--- config.mk ---
export PLATFORM = sky130hd
export DESIGN_NAME = div_unit
export DESIGN_NICKNAME = d
export VERILOG_FILES = /design/src/rtl/div_pkg.sv /design/src/rtl/adder_n_subtractor.sv /design/src/rtl/div_unit.sv
export SDC_FILE = /design/constraint.sdc
export NUM_CORES = 1
export LEC_CHECK = 0
export ABC_AREA = 1
export CELL_PAD_IN_SITES_DETAIL_PLACEMENT = 0
export CELL_PAD_IN_SITES_GLOBAL_PLACEMENT = 1
export CORE_MARGIN = 4
export CORE_UTILIZATION = 30
export CTS_BUF_LIST = sky130_fd_sc_hd__clkbuf_16
export CTS_CLUSTER_SIZE = 40
export DETAILED_ROUTE_END_ITERATION = 8
export GPL_TIMING_DRIVEN = 0
export PLACE_DENSITY_LB_ADDON = 0.2
export SYNTH_ARGS = -nofsm -noshare
export SYNTH_HDL_FRONTEND = slang
export SYNTH_HIERARCHICAL = 1
export SYNTH_SLANG_ARGS = --single-unit
--- constraint.sdc ---
create_clock -name clk -period 11.15 [get_ports clk]
set_input_delay 3.345 -clock clk [delete_from_list [all_inputs] [get_ports clk]]
set_output_delay 3.345 -clock clk [all_outputs]
set_load 0.05 [all_outputs]
--- src/rtl/div_pkg.sv ---
// div_pkg: shared definitions for the RV32M divide unit.
//   - OP_* : funct3[1:0] encodings of the four divide/remainder ops.
//             bit 1 selects remainder, bit 0 selects unsigned.
//   - state_t : divider FSM state encoding (2 bits).
package div_pkg;

  localparam logic [1:0] OP_DIV  = 2'b00;
  localparam logic [1:0] OP_DIVU = 2'b01;
  localparam logic [1:0] OP_REM  = 2'b10;
  localparam logic [1:0] OP_REMU = 2'b11;

  typedef enum logic [1:0] {
    IDLE = 2'd0,
    CALC = 2'd1,
    FIX  = 2'd2,
    DONE = 2'd3
  } state_t;

endpackage

--- src/rtl/adder_n_subtractor.sv ---
// adder_n_subtractor: N-bit adder / subtractor.
//   a   in  N : operand subtracted when c=1
//   b   in  N : base operand
//   c   in  1 : 0 -> sum = b + a, 1 -> sum = b - a
//   sum out N : result, modulo 2^N
module adder_n_subtractor #(
  parameter int N = 33
) (
  input  logic [N-1:0] a,
  input  logic [N-1:0] b,
  input  logic         c,
  output logic [N-1:0] sum
);

  // Subtraction as b + ~a + 1: c both inverts a and supplies the carry-in.
  assign sum = b + (a ^ {N{c}}) + {{(N-1){1'b0}}, c};

endmodule

--- src/rtl/div_unit.sv ---
// div_unit: sequential restoring divider for DIV, DIVU, REM, REMU.
//   clk       in  1    : clock, rising edge
//   reset     in  1    : asynchronous active-high reset
//   start     in  1    : request strobe, only looked at in IDLE
//   op        in  2    : funct3[1:0] (see div_pkg)
//   dividend  in  XLEN : rs1, captured on the accepted start
//   divisor   in  XLEN : rs2, captured on the accepted start
//   busy      out 1    : state != IDLE
//   done      out 1    : one-cycle pulse, result valid from here on
//   result    out XLEN : quotient or remainder, held until next result load
//   state_dbg out 2    : current FSM state, for observation only
//
// Handshake: a request is accepted on any rising edge where state is IDLE
// and start=1; operands are needed only in that cycle. There is no
// back-pressure on the result: done pulses once and result stays put.
// start while busy is dropped, not queued.
module div_unit
  import div_pkg::*;
#(
  parameter int XLEN = 32
) (
  input  logic            clk,
  input  logic            reset,
  input  logic            start,
  input  logic [1:0]      op,
  input  logic [XLEN-1:0] dividend,
  input  logic [XLEN-1:0] divisor,
  output logic            busy,
  output logic            done,
  output logic [XLEN-1:0] result,
  output state_t          state_dbg
);

  localparam int CW = $clog2(XLEN + 1);
  localparam logic [XLEN-1:0] MIN_NEG = {1'b1, {(XLEN-1){1'b0}}};

  state_t          state_q, state_d;
  logic [XLEN-1:0] q_q, q_d;          // dividend shifting out / quotient in
  logic [XLEN-1:0] rem_q, rem_d;
  logic [XLEN-1:0] dvs_q, dvs_d;
  logic [CW-1:0]   cnt_q, cnt_d;
  logic            rem_sel_q, rem_sel_d;
  logic            q_neg_q, q_neg_d;
  logic            r_neg_q, r_neg_d;
  logic [XLEN-1:0] result_q, result_d;

  logic [XLEN:0]   shifted;
  logic [XLEN:0]   trial;
  logic            is_signed;
  logic            div_zero;
  logic            ovf;

  assign shifted = {rem_q, q_q[XLEN-1]};

  adder_n_subtractor #(.N(XLEN + 1)) u_trial (
    .a   ({1'b0, dvs_q}),
    .b   (shifted),
    .c   (1'b1),
    .sum (trial)
  );

  assign is_signed = ~op[0];
  assign div_zero  = (divisor == '0);
  assign ovf       = is_signed && (dividend == MIN_NEG) && (&divisor);

  always_comb begin
    state_d   = state_q;
    q_d       = q_q;
    rem_d     = rem_q;
    dvs_d     = dvs_q;
    cnt_d     = cnt_q;
    rem_sel_d = rem_sel_q;
    q_neg_d   = q_neg_q;
    r_neg_d   = r_neg_q;
    result_d  = result_q;
    unique case (state_q)
      IDLE: begin
        if (start) begin
          rem_sel_d = op[1];
          q_neg_d   = is_signed & (dividend[XLEN-1] ^ divisor[XLEN-1]);
          r_neg_d   = is_signed & dividend[XLEN-1];
          q_d       = (is_signed && dividend[XLEN-1]) ? -dividend : dividend;
          dvs_d     = (is_signed && divisor[XLEN-1]) ? -divisor : divisor;
          rem_d     = '0;
          cnt_d     = CW'(XLEN);
          if (div_zero) begin
            result_d = op[1] ? dividend : '1;
            state_d  = DONE;
          end else if (ovf) begin
            // The most negative value divided by -1 wraps back to itself.
            result_d = op[1] ? '0 : MIN_NEG;
            state_d  = DONE;
          end else begin
            state_d  = CALC;
          end
        end
      end
      CALC: begin
        // A clear top bit on the trial means no borrow: the divisor fits.
        if (!trial[XLEN]) begin
          rem_d = trial[XLEN-1:0];
          q_d   = {q_q[XLEN-2:0], 1'b1};
        end else begin
          rem_d = shifted[XLEN-1:0];
          q_d   = {q_q[XLEN-2:0], 1'b0};
        end
        cnt_d = cnt_q - CW'(1);
        if (cnt_q == CW'(1)) state_d = FIX;
      end
      FIX: begin
        if (rem_sel_q) result_d = r_neg_q ? -rem_q : rem_q;
        else           result_d = q_neg_q ? -q_q : q_q;
        state_d = DONE;
      end
      DONE: begin
        state_d = IDLE;
      end
      default: state_d = IDLE;
    endcase
  end

  always_ff @(posedge clk or posedge reset) begin
    if (reset) begin
      state_q   <= IDLE;
      q_q       <= '0;
      rem_q     <= '0;
      dvs_q     <= '0;
      cnt_q     <= '0;
      rem_sel_q <= 1'b0;
      q_neg_q   <= 1'b0;
      r_neg_q   <= 1'b0;
      result_q  <= '0;
    end else begin
      state_q   <= state_d;
      q_q       <= q_d;
      rem_q     <= rem_d;
      dvs_q     <= dvs_d;
      cnt_q     <= cnt_d;
      rem_sel_q <= rem_sel_d;
      q_neg_q   <= q_neg_d;
      r_neg_q   <= r_neg_d;
      result_q  <= result_d;
    end
  end

  assign busy      = (state_q != IDLE);
  assign done      = (state_q == DONE);
  assign result    = result_q;
  assign state_dbg = state_q;

endmodule

==> results of run 1 <==
==> worst max-delay path, cell delays in order, from the launching register on <==
cell	delay, ns
dfrtp_1	0.40
inv_1	0.10
ha_1	0.31
inv_2	0.09
clkdlybuf4s50_1	0.82
==> synth_stat cells (2+ instances only) <==
master	count	area share (%)
o21a_1	4	0.23
nor2_8	2	0.31
nand3_1	229	8.8
o21ai_0	134	5.2
nor3_1	15	0.58
nand2_1	695	20
inv_1	246	7.1
dfrtp_1	139	27
clkbuf_1	39	1.1
xor2_1	70	4.7
conb_1	2	0.058
a31oi_1	2	0.096
buf_4	2	0.12
nand4_1	16	0.77
o211ai_1	13	0.75
ha_1	42	4.1
nand2_4	2	0.17
o21ai_1	7	0.27
nor2_2	11	0.53
a21oi_1	62	2.4
nor2_1	254	7.3
o21bai_1	11	0.64
o221ai_1	13	0.88
or2_2	4	0.19
nor3_2	2	0.15
inv_2	8	0.23
nand3_2	2	0.15
buf_2	15	0.58
buf_1	12	0.35
nand2_2	14	0.68
xnor2_1	9	0.61
o31ai_1	8	0.46
nor2_4	3	0.26
nand3b_1	4	0.23
buf_6	2	0.17
o22ai_1	44	2.1
==> state kept, by name, indices dropped and copies added (netlist names) <==
name	count
q_neg_q	1
rem_q	32
rem_sel_q	1
r_neg_q	1
dvs_q	32
state_dbg	2
result	32
cnt_q	6
q_q	32
==> area by class of cell <==
class                   instances  share of cell area [%]
multi-input cells            1683                    53.5
flip-flops and latches        139                    22.6
repair buffers                105                    6.95
inverters                     255                    6.26
well taps                     577                    4.69
clock buffers                  17                    2.77
plain buffers                  70                    1.98
clock inverters                15                    1.23
==> per-layer routing <==
layer | track usage [%] | up-vias
li1 | - | 7175
met1 | 34.0 | 6801
met2 | 35.2 | 380
met3 | 4.64 | 45
met4 | 5.80 | 0
met5 | 0 | -
==> kinds of logic after synthesis <==
group / count (synthesis) / share of synthesized area, %
other cells: 2 / 0.0579
fa+ha+maj: 43 / 4.21
simple gates: 1259 / 40.7
compound gates: 300 / 13.1
buf+inv: 325 / 9.72
flops: 139 / 26.8
xor+xnor: 79 / 5.33
==> path summary, 6_finish.rpt <==
kind / endpoint / slack (ns) / from / depth (start not counted)
setup / recovery: busy / 5.63 / state_dbg[0] / 4
hold / removal: result[17] / 0.48 / result[17] / 2
setup reg to reg: rem_q[0] / 7.52 / q_q[31] / 19
hold reg to reg: result[17] / 0.48 / result[17] / 2
max in group asynchronous: dvs_q[10] / 6.96 / reset / 3
min in group asynchronous: result[28] / 3.37 / reset / 2
==> where the power goes <==
| group | leakage, nW | internal, mW | switching [mW] |
|---|---|---|---|
| combinational | 5.50 | 1.02 | 2.29 |
| clock | 0.301 | 0.356 | 0.259 |
| sequential | 1.77 | 0.725 | 0.245 |
| total | 7.57 | 2.10 | 2.80 |
==> impl_results.md, run 1 <==
* Flip-flop and latch area at approximately 0.0035 mm2
* Grt total ovfl at 0
* Mapped Cells at 2147
* Placed instance area at 0.0148 mm2
* Max cap viols at 0
* Most common cell after layout, fill and taps aside: nand2_1
* P_leak at 7.57 nW
* NumNets Final at ~2400
* Post-CTS Setup Inserts at 0
* Routed via count at between 10000 and 15000
* Die Y at between 200 and 250 um
* Vias in the first global route at between 10000 and 15000
* Area grow syn2layout at 18.6%
* Number of synthesized flops with an enable pin at 0
* Worst clock skew at ~0.012 ns
* Via-per-instance ratio at around 5.0
* Post-layout instance area at around 0.015 mm2
* Number of routed nets with antenna violations at 0
* Register area share after synthesis at ~27%
* Final setup viols at 0
* # diodes at 0
* Number of synthesis warnings at 6
* Outcome: completed
* CTS Buf Count at 17
* Pins over their slew limit at 0
* Post-synth top flop: dfrtp_1
* Layout cells sized above 1 at 4.47%
* IO buf count at about 100
* Post-synth ARST share at 100%
* WL met2 at 23800 um
* Mapped cell area at approximately 0.013 mm2
* CTS root buf: clkbuf_16
* Worst Setup Path Type: reg -> out
* Final worst slack at 5.63 ns
* Drt first pass iters at 6
* First-pass GRT wire length at about 83000 um
* Drt wl/cell at 19.3 um
* Commonest cells after routing, fill and taps aside: nand2_1 (695), nor2_1 (254), inv_1 (246), nand3_1 (229), dfrtp_1 (139)
* Die width at roughly 220 um
* Dpl cells at approximately 2800
* Minimum clock period at around 5.5 ns
* Worst vdd ir at 0.108 mV
* Area of the multi-input gates at approximately 0.0082 mm2
* Startpoint types: register
* Fin. Hold Viols at 0
* Least-Margin Pin Slew at roughly 0.91 ns
* Hold Worst Slack at ~0.48 ns
* Num ports at approximately 110
* Worst slew margin at 39.4%
* CP endpoint kind: primary output
* Met3 routed WL at 3320 um
* Unrepaired setup endpoints after global routing: false
* Uppermost layer routed: met4
* Overall Global Routing Usage at a little under a quarter
* Min-Delay Path Class: reg -> reg
* CTS sink cnt at 139
* Place WS at 5.30 ns
* Arr. time, crit path at ~2.2 ns
* TritonCTS clock tree: built
* Worst-path maximum fanout at 7
* Total wire length at approximately 55000 um
* Hpwl dp at between 40000 and 50000 um
* Syn_nets at 2259
* PwrDens at approximately 320 mW/mm2
* Fill cells at 4786
* Hold_buf cts at 0
* Core Rows at 75
* Syn Area/Cell at a little over 6 um2
* Setup TNS at 0 ns
* DR iter-0 viols at about 1100
* Cts repair resizes at 0
* Worst-path clk slew at about 0.060 ns
* FMAX at 0.181 GHz
* Initial Utilization at a little under a third
* Unique masters post-synth at 46
* CTS H-tree depth at 4
* Die ar. at 0.0466 mm2
* Wl on met1 at between 20000 and 30000 um
* Clock Latency Late Sink at between 0.4 and 0.5 ns
* Utilization after layout at 36.3%
* Routability cong. at 0.923
* Initial antenna violation count at 0
* Core area at 0.0423 mm2
* Largest net degree at the start of global routing at just over 70
* Non-filler cells, final at approximately 2900
* DRC viols at 0
* Power Total at slightly below 5 mW
* Required time worst endpoint at 7.81 ns
* Post-synthesis register bit count at roughly 140
* Fin crit share at 49.5%
* Clock Tree Buf Depth at 2
No activity file was read; power rests on OpenSTA's default activity.
==> inputs of run 2 (changes only) <==
==> constraint.sdc (replaced) <==
create_clock -name clk -period 4.7 [get_ports clk]
set_input_delay 1.41 -clock clk [delete_from_list [all_inputs] [get_ports clk]]
set_output_delay 1.41 -clock clk [all_outputs]
set_load 0.05 [all_outputs]
==> run 2 against run 1 <==
Net effect:
- count of clock-buffer cells in the layout unchanged
- total power is 140% higher
- non-clock buffer count grew 3
- sequential share of layout area about the same
==> impl_results.md, run 2 (synthesis results as in run 1) <==
* Fin crit share at around 80%
* Worst clock skew at 0.0124 ns (+0.000872 ns)
* Worst slew margin at 41.9% (+2.4 points)
* Power Total at 11.5 mW (+140%)
* Number of routed nets with antenna violations at 0 (unchanged)
* Minimum clock period at between 3 and 4 ns
* Sw Pwr at 6.58 mW (+140%)
* Num ports at 105 (unchanged)
* Overall Global Routing Usage at 23.3% (+0.054 points)
* Flop pwr share at 20.0% (+0.2 points)
* Area grow syn2layout at 18.8%
* Largest net degree at the start of global routing at 38 (-46%)
* Startpoint types: register
* R2r endpoint: rem_q[28]
* Arr. time, crit path at 4.10 ns (+1.93 ns)
* Non-filler cells, final at 2864 (+0.10%)
* Outcome: completed
* Required time worst endpoint at 5.06 ns (-2.75 ns)
* Fin. Hold Viols at 0 (unchanged)
* Hold Worst Slack at 0.480 ns (+0.00457 ns)
* Drt first pass iters at 5 (-1)
* Worst-path maximum fanout at 10 (+3)
* Logic pwr share at 67.9% (+0.3 points)
* Switching Fraction at 57.1% (+0.058 points)
* CTS Buf Count at 17 (unchanged)
* Setup TNS at 0 ns (unchanged)
* DR iter-0 viols at 1164 (+4.2%)
* Die Y at 216 um (unchanged)
* Worst vdd ir at 0.410 mV (+280%)
* Dpl cells at 2832 (+0.11%)
* Core area at 0.0423 mm2 (unchanged)
* Cts repair resizes at 0 (unchanged)
* Clock Latency Late Sink at 0.46 ns (about the same)
* Initial Utilization at 30.7% (unchanged)
* DRC viols at 0 (unchanged)
* Vias in the first global route at 13800 (+1.1%)
* Commonest cells after routing, fill and taps aside: nand2_1 (695), nor2_1 (254), inv_1 (245), nand3_1 (229), dfrtp_1 (139)
* Die width at 216 um (unchanged)
* Flop-to-flop setup slack at 0.95 ns (-6.57 ns)
* Clk pwr share at 12.1% (-0.5 points)
* Most common cell after layout, fill and taps aside: nand2_1
* Routability cong. at 0.924 (+0.11%)
* Total wire length at 55000 um (-0.51%)
* Worst Setup Path Type: reg -> reg
* First-pass GRT wire length at 83500 um (+0.37%)
* Hpwl dp at 45800 um (+0.53%)
* CP Launch Point: q_q[31]
* Routed via count at 14400 (+0.056%)
* Worst-path clk slew at 0.07 ns (about the same)
* Pins over their slew limit at 0 (unchanged)
* Clock Tree Buf Depth at 2 (unchanged)
* Least-Margin Pin Slew at 0.869 ns (-0.0363 ns)
* Fill cells at 4743 (-0.90%)
* Hold_buf cts at 0 (unchanged)
* Worst R2R Path Depth at 18 (-1)
* Grt total ovfl at 0 (unchanged)
* Reg-to-reg startpoint: q_q[31]
* P_leak at 7.58 nW (+0.13%)
* CP endpoint: rem_q[28]
* Die ar. at 0.0466 mm2 (unchanged)
* IO buf count at 104 (unchanged)
* Core Rows at 75 (unchanged)
* CTS root buf: clkbuf_16
* PwrDens at 748 mW/mm2 (+130%)
* Int Pwr at 4.94 mW (+130%)
* Min-Delay Path Class: reg -> reg
* Final setup viols at 0 (unchanged)
* Layout cells sized above 1 at 4.63% (+0.17 points)
* Initial antenna violation count at 0 (unchanged)
* Via-per-instance ratio at 5.03 (about the same)
* Unrepaired setup endpoints after global routing: false
* # diodes at 0 (unchanged)
* TritonCTS clock tree: built
* Max cap viols at 0 (unchanged)
* CTS sink cnt at 139 (unchanged)
* Post-CTS Setup Inserts at 0 (unchanged)
* CTS H-tree depth at 4 (unchanged)
* FMAX at roughly 0.27 GHz
* NumNets Final at 2386 (+0.13%)
* CP endpoint kind: register
* Drt wl/cell at 19.2 um (-0.61%)
run 2: metal layers:
layer	up-vias	GRT usage, %	part of all wire [%]
li1	7179	-	-
met4	0	6.81	2.7
met1	6798	33.9	49
met3	63	4.43	5.7
met2	369	35.1	43
met5	-	0	0
run 2: worst min-delay path by stage:
stage                    start         end  slack (ns)  cells past startpoint
finish              result[11]  result[11]        0.48                      2
global route        result[11]  result[11]        0.49                      2
CTS                 result[11]  result[11]        0.48                      2
detailed placement   result[4]   result[4]        0.47                      2
global placement    result[11]  result[11]        0.47                      2
floorplan            dvs_q[30]   dvs_q[30]        0.47                      2
run 2: power groups by stage:
stage	clock, mW	combinational (mW)	sequential (mW)
floorplan	0	5.06	2.37
global placement	0	7.73	2.32
detailed placement	0	7.75	2.32
CTS	1.42	7.79	2.30
global route	1.47	8.76	2.37
finish	1.39	7.82	2.31
run 2: stage by stage:
| stage | setup slack, ns | instance area [um2] | util (%) |
|---|---|---|---|
| 5_1_grt | 0.693 | 15400 | 36.4 |
| 4_1_cts | 1.02 | 15400 | 36.4 |
| 6_report | 0.955 | 15400 | 36.4 |
| 2_1_floorplan | 1.55 | 13000 | - |
| 3_3_place_gp | 0.115 | 14700 | 34.8 |
| 3_5_place_dp | 0.776 | 14800 | 35.0 |
run 2: final cells by class:
| cell class | count | area, um2 | area share [%] |
|---|---|---|---|
| Buffer | 70 | 304 | 1.97 |
| Clock buffer | 17 | 425 | 2.76 |
| Clock inverter | 15 | 164 | 1.06 |
| Inverter | 255 | 961 | 6.24 |
| Multi-Input combinational cell | 1683 | 8230 | 53.4 |
| Sequential cell | 139 | 3480 | 22.6 |
| Tap cell | 577 | 722 | 4.69 |
| Timing Repair Buffer | 108 | 1120 | 7.28 |
run 2: worst max-delay path, stage by stage (launching register included):
cell,delay (ns)
dfrtp_1,0.56
nand2_1,0.11
nand2_2,0.10
inv_1,0.05
fa_1,0.40
nand3b_1,0.18
nand2_1,0.15
nand3_1,0.09
nand2_1,0.15
nand2_1,0.09
nand2_2,0.13
nand2_1,0.09
nand2_1,0.06
nand2_1,0.05
nand2_1,0.08
clkbuf_1,0.38
clkbuf_1,0.51
o21ai_0,0.28
o22ai_1,0.18
==> inputs of run 3 (changes only) <==
==> constraint.sdc (replaced) <==
create_clock -name clk -period 3.3 [get_ports clk]
set_input_delay 0.99 -clock clk [delete_from_list [all_inputs] [get_ports clk]]
set_output_delay 0.99 -clock clk [all_outputs]
set_load 0.05 [all_outputs]
==> run 3 against run 2 <==
Net effect:
- final cell count unchanged
- first-iteration DRC count is 1.3% lower
- via count fell by 0.33%
- combinational power rose by 43%
- count of clock-buffer cells in the layout is the same
- final area increased by 0.20%
- hold slack about the same
- sequential power increased by 42%
- routed wire length down 0.11%
- utilization rose by 0.074 points
- critical path depth shrank 6
==> impl_results.md, run 3 (synthesis results as in run 1) <==
* Flop pwr share at 19.9% (about the same)
* Flop-to-flop setup slack at 0.22 ns (-0.73 ns)
* P_leak at 7.60 nW (+0.27%)
* Utilization after layout at 36.5% (+0.074 points)
* Area grow syn2layout at 19.0%
* Hold Worst Slack at 0.480 ns (-0.000122 ns)
* Int Pwr at 7.10 mW (+44%)
* Num ports at 105 (unchanged)
* Final setup viols at 0 (unchanged)
* Die width at 216 um (unchanged)
* CTS root buf: clkbuf_16
* FMAX at roughly 0.32 GHz
* Switching Fraction at 56.9% (-0.21 points)
* Post-layout instance area at 0.0154 mm2 (+0.20%)
* Hpwl dp at 45800 um (unchanged)
* Clk pwr share at 12.0% (about the same)
* Commonest cells after routing, fill and taps aside: nand2_1 (695), nor2_1 (254), inv_1 (245), nand3_1 (229), dfrtp_1 (137)
* Logic pwr share at 68.0% (about the same)
* CTS Buf Count at 17 (unchanged)
* Die ar. at 0.0466 mm2 (unchanged)
* Initial antenna violation count at 0 (unchanged)
* Layout cells sized above 1 at 5.07% (+0.44 points)
* Core Rows at 75 (unchanged)
* Required time worst endpoint at 3.64 ns (-1.42 ns)
* Arr. time, crit path at 3.50 ns (-0.60 ns)
* CP endpoint: result[16]
* Routability cong. at 0.924 (unchanged)
* Worst clock skew at 0.0134 ns (+0.00102 ns)
* Worst-path clk slew at 0.06 ns (about the same)
* Hold path startpoint: result[11]
* Non-filler cells, final at 2864 (unchanged)
* Routed via count at 14400 (-0.33%)
* PwrDens at 1070 mW/mm2 (+43%)
* CTS H-tree depth at 4 (unchanged)
* Initial Utilization at 30.7% (unchanged)
* Largest net degree at the start of global routing at 38 (unchanged)
* Vias in the first global route at 13800 (unchanged)
* IO buf count at 104 (unchanged)
* Outcome: completed
* Worst-path maximum fanout at 10 (unchanged)
* Startpoint types: input pin
* Most common cell after layout, fill and taps aside: nand2_1
* Unrepaired setup endpoints after global routing: false
* Core area at 0.0423 mm2 (unchanged)
* Overall Global Routing Usage at 23.3% (unchanged)
* Least-Margin Pin Slew at 0.845 ns (-0.0238 ns)
* Pins over their slew limit at 0 (unchanged)
* Fin. Hold Viols at 0 (unchanged)
* Min-Delay Path Class: reg -> reg
* Via-per-instance ratio at 5.01 (-0.33%)
* Worst slew margin at 43.4% (+1.6 points)
* Number of routed nets with antenna violations at 0 (unchanged)
* TritonCTS clock tree: built
* Die Y at 216 um (unchanged)
* Hold_buf cts at 0 (unchanged)
* # diodes at 0 (unchanged)
* R2r endpoint: rem_q[31]
* Post-CTS Setup Inserts at 0 (unchanged)
* CTS sink cnt at 139 (unchanged)
* Minimum clock period at roughly 3.2 ns
* Clock Latency Late Sink at 0.46 ns (about the same)
* Fin crit share at 95.7%
* Sw Pwr at 9.37 mW (+42%)
* Worst vdd ir at 0.585 mV (+43%)
* NumNets Final at 2386 (unchanged)
* Max cap viols at 0 (unchanged)
* Reg-to-reg startpoint: q_q[31]
* DRC viols at 0 (unchanged)
* Total wire length at 55000 um (-0.11%)
* CP endpoint kind: register
* CP Launch Point: dividend[17]
* Setup TNS at 0 ns (unchanged)
* Placed instance area at 0.0148 mm2 (unchanged)
* DR iter-0 viols at 1149 (-1.3%)
* Worst R2R Path Depth at 17 (-1)
* Drt first pass iters at 5 (unchanged)
* Drt wl/cell at 19.2 um (-0.11%)
* Dpl cells at 2832 (unchanged)
* Worst Setup Path Type: in -> reg
* Clock Tree Buf Depth at 2 (unchanged)
* Cts repair resizes at 5 (+5)
* Grt total ovfl at 0 (unchanged)
* First-pass GRT wire length at 83500 um (unchanged)
-- run 3: power by group through the flow --
stage               clock, mW  sequential [mW]  combinational (mW)
global placement            0             3.30                11.0
CTS                      2.02             3.28                11.1
floorplan                   0             3.38                7.21
detailed placement          0             3.30                11.0
global route             2.10             3.38                12.6
finish                   1.98             3.28                11.2
-- run 3: cell type report --
| class | instances | area, um2 |
|---|---|---|
| flip-flops and latches | 139 | 3480 |
| clock inverters | 15 | 164 |
| fillers | 4742 | 26900 |
| repair buffers | 108 | 1120 |
| inverters | 255 | 961 |
| plain buffers | 70 | 322 |
| multi-input cells | 1683 | 8240 |
| clock buffers | 17 | 425 |
| well taps | 577 | 722 |
-- run 3: how the worst min path moves through the flow --
stage,endpoint,cells past startpoint
after floorplan,dvs_q[30],2
after global placement,result[11],2
after detailed placement,result[4],2
after CTS,result[11],2
after global routing,result[11],2
final,result[11],2
-- run 3: through the flow --
| step | setup WS (ns) | total power [mW] |
|---|---|---|
| floorplan | 0.575 | 10.6 |
| global placement | -0.865 | 14.3 |
| detailed placement | -0.366 | 14.3 |
| CTS | 0.0314 | 16.4 |
| global route | 0.00885 | 18.0 |
| finish | 0.143 | 16.5 |
-- run 3: worst max-delay path: stages --
cell and delay (ns):
clkdlybuf4s50_1 0.56, nor2_1 0.26, nand2_1 0.10, nor3_1 0.39, inv_1 0.08, nor2_1 0.29
nand2_1 0.11, nand3_2 0.10, nand2_4 0.15, buf_2 0.29, nand2_1 0.10, nand2_1 0.05
-- run 3: routing by layer --
layer | track usage (%) | vias to the layer above | routed length [um]
met1 | 33.9 | 6701 | 26200
met2 | 35.1 | 423 | 23500
met5 | 0 | - | 0
met4 | 6.81 | 0 | 1450
met3 | 4.43 | 62 | 3790
li1 | - | 7176 | -
